`src/rtl/i2s_tx.sv`:
```
// Playback-side I2S serializer: prefetches stereo frames from the DAC FIFO and
// shifts them MSB-first onto dacdat, framed by the codec-mastered daclrc.
module i2s_tx #(
    parameter int unsigned DATA_WIDTH    = 32,
    parameter int unsigned UNDERRUN_MODE = 0,
    parameter int unsigned CNT_WIDTH     = 16
) (
    input  logic                  bclk,
    input  logic                  reset_n,
    input  logic                  tx_en,
    input  logic                  daclrc,
    output logic                  dacdat,
    input  logic                  dacfifo_empty,
    output logic                  dacfifo_read,
    input  logic [DATA_WIDTH-1:0] dacfifo_readdata,
    output logic                  underrun,
    output logic [CNT_WIDTH-1:0]  underrun_count
);

    localparam int unsigned HALF = DATA_WIDTH / 2;

    typedef enum logic [1:0] {
        F_IDLE = 2'd0,
        F_WAIT = 2'd1,
        F_CAP  = 2'd2
    } fetch_state_t;

    fetch_state_t          r_state;
    logic                  r_lrc0;
    logic                  r_lrc1;
    logic [HALF-1:0]       r_shreg;
    logic [DATA_WIDTH-1:0] r_frame;
    logic [DATA_WIDTH-1:0] r_next_word;
    logic                  r_next_valid;
    logic [DATA_WIDTH-1:0] r_last_frame;
    logic                  r_started;
    logic                  r_dacdat;
    logic                  r_read;
    logic                  r_underrun;
    logic [CNT_WIDTH-1:0]  r_underrun_count;

    logic                  w_lrc_fall;
    logic                  w_lrc_rise;
    logic [DATA_WIDTH-1:0] w_new_frame;

    assign w_lrc_fall = r_lrc1 & ~r_lrc0;
    assign w_lrc_rise = ~r_lrc1 & r_lrc0;

    // Frame that a left-slot start would load
    always_comb begin
        w_new_frame = '0;
        if (tx_en) begin
            if (r_next_valid) begin
                w_new_frame = r_next_word;
            end else if (UNDERRUN_MODE != 0) begin
                w_new_frame = r_last_frame;
            end
        end
    end

    always_ff @(posedge bclk or negedge reset_n) begin
        if (!reset_n) begin
            r_state          <= F_IDLE;
            r_lrc0           <= 1'b0;
            r_lrc1           <= 1'b0;
            r_shreg          <= '0;
            r_frame          <= '0;
            r_next_word      <= '0;
            r_next_valid     <= 1'b0;
            r_last_frame     <= '0;
            r_started        <= 1'b0;
            r_read           <= 1'b0;
            r_underrun       <= 1'b0;
            r_underrun_count <= '0;
        end else begin
            r_lrc0     <= daclrc;
            r_lrc1     <= r_lrc0;
            r_read     <= 1'b0;
            r_underrun <= 1'b0;

            // Only new reads are gated by tx_en; an issued read always lands
            case (r_state)
                F_IDLE: begin
                    if (tx_en && !r_next_valid && !dacfifo_empty) begin
                        r_read  <= 1'b1;
                        r_state <= F_WAIT;
                    end
                end
                F_WAIT: r_state <= F_CAP;
                F_CAP: begin
                    r_next_word  <= dacfifo_readdata;
                    r_next_valid <= 1'b1;
                    r_state      <= F_IDLE;
                end
                default: r_state <= F_IDLE;
            endcase

            // A left start sees the pre-capture next_valid, so a same-cycle capture is kept for the next frame
            if (w_lrc_fall) begin
                r_frame <= w_new_frame;
                r_shreg <= w_new_frame[DATA_WIDTH-1:HALF];
                if (tx_en) begin
                    r_started <= 1'b1;
                    if (r_next_valid) begin
                        r_last_frame <= r_next_word;
                        r_next_valid <= 1'b0;
                    end else begin
                        r_underrun <= 1'b1;
                        if (r_underrun_count != '1) begin
                            r_underrun_count <= r_underrun_count + CNT_WIDTH'(1);
                        end
                    end
                end
            end else if (w_lrc_rise) begin
                r_shreg <= (r_started && tx_en) ? r_frame[HALF-1:0] : '0;
            end else begin
                r_shreg <= {r_shreg[HALF-2:0], 1'b0};
            end
        end
    end

    // Launch on the falling edge so the codec sees stable data on its rising-edge sample
    always_ff @(negedge bclk or negedge reset_n) begin
        if (!reset_n) begin
            r_dacdat <= 1'b0;
        end else begin
            r_dacdat <= r_shreg[HALF-1];
        end
    end

    assign dacdat         = r_dacdat;
    assign dacfifo_read   = r_read;
    assign underrun       = r_underrun;
    assign underrun_count = r_underrun_count;

endmodule
```
`config.mk`:
```
export PLATFORM = sky130hd
export DESIGN_NAME = i2s_tx
export DESIGN_NICKNAME = d
export VERILOG_FILES = /design/src/rtl/i2s_tx.sv
export SDC_FILE = /design/constraint.sdc
export NUM_CORES = 1
export LEC_CHECK = 0
export ABC_AREA = 1
export CAP_MARGIN = 20
export CORE_AREA = 4 4 105 77
export CTS_BUF_LIST = sky130_fd_sc_hd__clkbuf_16
export DETAILED_ROUTE_END_ITERATION = 6
export DIE_AREA = 0 0 109 81
export GPL_TIMING_DRIVEN = 1
export PLACE_DENSITY = 0.88
export SYNTH_ARGS = -nofsm -noshare
export SYNTH_HDL_FRONTEND = slang
export SYNTH_SLANG_ARGS = --single-unit
```
`constraint.sdc`:
```
create_clock -name bclk -period 3.05 [get_ports bclk]
set_input_delay 0.61 -clock bclk [delete_from_list [all_inputs] [get_ports bclk]]
set_output_delay 0.61 -clock bclk [all_outputs]
set_load 0.02 [all_outputs]
```
==> run summary <==
Slew HR: 52.6%
wire per inst: 14.7 um
top post-synthesis cells by area: dfrtp_1 57%, nand2_1 13%, nand3_1 4.8%
CP arrival: 2.39 ns
area of the multi-input gates: 1370 um^2
Synth top area share: 56.9%
Comb power frac: 21.3%
Skew-Pair Late Insertion Delay: 0.34 ns
Die Y: 81 um
clk buf depth: 2
Post-synth EDFFs: 0
largest family of logic cells by synthesized area: simple AND/OR/NAND/NOR gates
Synth Area in Adders: 0.323%
n_diodes: 0
worst reg2reg path depth: 6
Via Count: 3107
flop-to-flop setup slack: 0.96 ns
post-CTS setup buffers: 0
CTS tree: built
Top FF cell, synth: dfrtp_1
Slew Viols, Final: 0
Max Cap Violations: 0
Int Power: 2.47 mW
worst hold slack: 0.329 ns
total grt overflow: 0
DP HPWL: 5620 um
share of cells above drive strength 1: 8.13%
Avg Inst Size Synth: 8.94 um^2
status: finished, final reports clean
YS warnings: 0
register area: 2230 um^2
Final #Nets: 525
Starting DRT DRC Count: 287
Pwr per Cell Area: 754 nW/um^2
number of hold violations in the final report: 0
antenna violations before repair: 0
Static Leak: 2.18 nW
port bufs: 55
Clk pwr share: 30.1%
cell count after synthesis: 433
core area: 7120 um^2
Starting Density: 54.3%
crit-path cells: buf_2
Critical Path RT: 2.44 ns
worst-margin pin slew: 0.711 ns
XOR/XNOR Fraction of Synth Area: 1.58%
kind of critical path: reg2out
vias in the first global route: 3059
setup ws final: 0.0512 ns
Critical R2R Capture: underrun_count[11]
CP Capture Type: primary output
Reg-to-Reg Start: r_lrc0
Worst Path Max Fanout: 1
Setup crit end: dacdat
Die Wd: 109 um
final setup fails: 0
kind of cell adding the most delay to the critical path: flip-flops
Psw: 1.13 mW
fraction of synthesized area in multiplexers: 0%
slowest CP cell: dfrtn_1
synth cell count leaders: 138 x nand2_1, 88 x dfrtp_1, 45 x inv_1
instance count on the critical path: 1
Rows: 26
DP Worst Slack: -0.0418 ns
Setup TNS: 0 ns
Seq/Total Area, Yosys: 57.5%
unrepaired setup endpoints after global routing: false
CP bufs+invs: 1
TritonCTS Sinks: 89
Synth Area in Simple Gates: 24.8%
CTS Buf Count: 9
Synth Register Bits: 89
layout overhead on the synthesized area: 23.4%
first-pass GRT wire length: 14600 um
DRC: 0
Max H-tree Level: 3
post-synth cell types: 29
switching share of power: 31.5%
async set or reset register ratio after synthesis: 100%
Synth Area in Compound Gates: 8.56%
CP Launch Type: flop
most numerous cell in the Yosys netlist: nand2_1
largest net degree at the start of global routing: 58
Post-Syn Nets: 471
die area: 8830 um^2
synthesized area: 3870 um^2
Routability Congestion: 0.796
share of power burned in registers: 48.5%
IO Count: 56
CP max stage delay: 0.38 ns
CTS root buffer: clkbuf_16
GRT Util Overall: 21.5%
post-layout util: 67.1%
Yosys top cell by area: dfrtp_1
post-route ant nets: 0
fillers: 534
Hold/Removal Path Class: in2async
crit path from: dacdat
drt via density: 5.27
Clock Skews: 0.00655 ns
Clock transition at path regs: 0.06 ns
final wirelength: 8680 um
TritonRoute pass-1 iters: 4
VDD IR max: 0.282 mV
-- flip-flops by register name, summed over array words and instances (netlist names), 2 cells and up --
| signal | count |
|---|---|
| underrun_count | 16 |
| r_shreg | 16 |
| r_frame | 16 |
| r_state | 2 |
| r_next_word | 32 |
-- power by group through the flow --
stage	Sequential, mW	Combinational (mW)	Clock (mW)
floorplan	1.73	0.489	0
global placement	1.74	0.724	0
detailed placement	1.76	0.766	0
CTS	1.74	0.776	1.10
global route	1.79	0.869	1.16
finish	1.75	0.768	1.09
-- routing by layer --
metal | track usage, % | wire length [um] | vias to the layer above
li1 | - | - | 1500
met1 | 29.0 | 3910 | 1496
met2 | 34.0 | 4140 | 101
met3 | 6.67 | 521 | 10
met4 | 5.42 | 111 | 0
met5 | 0 | 0 | -
-- what timing repair did --
item,CTS,global route
hold buffers,0,0
setup endpoints to repair,1,0
gates resized for setup,4,0
-- cells by family (layout without fill, tap and decap cells) --
group | after synthesis | after routing
AND/OR/NAND/NOR | 214 | 214
flip-flops | 89 | 89
buffers and inverters | 66 | 125
AO/OA/AOI/OAI | 56 | 56
XOR/XNOR | 7 | 7
adder cells (fa/ha/maj) | 1 | 1
-- how the worst min path moves through the flow --
stage	end	slack [ns]	cells past startpoint
after floorplan	dacfifo_read	0.31	0
after global placement	r_started	0.45	1
after detailed placement	r_next_word[23]	0.46	2
after CTS	underrun_count[0]	0.34	2
after global routing	underrun_count[10]	0.37	2
final	underrun_count[8]	0.33	2
-- layout make-up --
cell class | count | share of cell area (%)
clock inverter | 7 | 1.47
multi-input combinational | 278 | 28.6
inverter | 49 | 3.85
timing repair buffer | 60 | 12.2
clock buffer | 9 | 4.71
tap | 98 | 2.57
sequential | 89 | 46.6
-- stage by stage --
stage | cell area, um^2 | std cells | power, mW
after floorplan | 3870 | 433 | 2.22
after CTS | 4780 | 590 | 3.62
final | 4780 | 590 | 3.60
after detailed placement | 4490 | 574 | 2.52
after global placement | 4490 | 574 | 2.46
after global routing | 4780 | 590 | 3.81
-- cells in the final DEF (no fill, tap or decap), drive strengths merged --
| cell | instances |
|---|---|
| buf | 7 |
| bufinv | 1 |
| clkbuf | 9 |
| clkdlybuf4s50 | 53 |
| clkinv | 5 |
| clkinvlp | 1 |
| dfrtn | 1 |
| dfrtp | 88 |
| ha | 1 |
| inv | 49 |
| nand2 | 141 |
| nand3 | 40 |
| nand3b | 2 |
| nand4 | 5 |
| nor2 | 23 |
| nor4 | 2 |
| o211ai | 15 |
| o21ai | 30 |
| o22ai | 11 |
| or2 | 1 |
| xnor2 | 7 |
No activity file was read; power rests on OpenSTA's default activity.
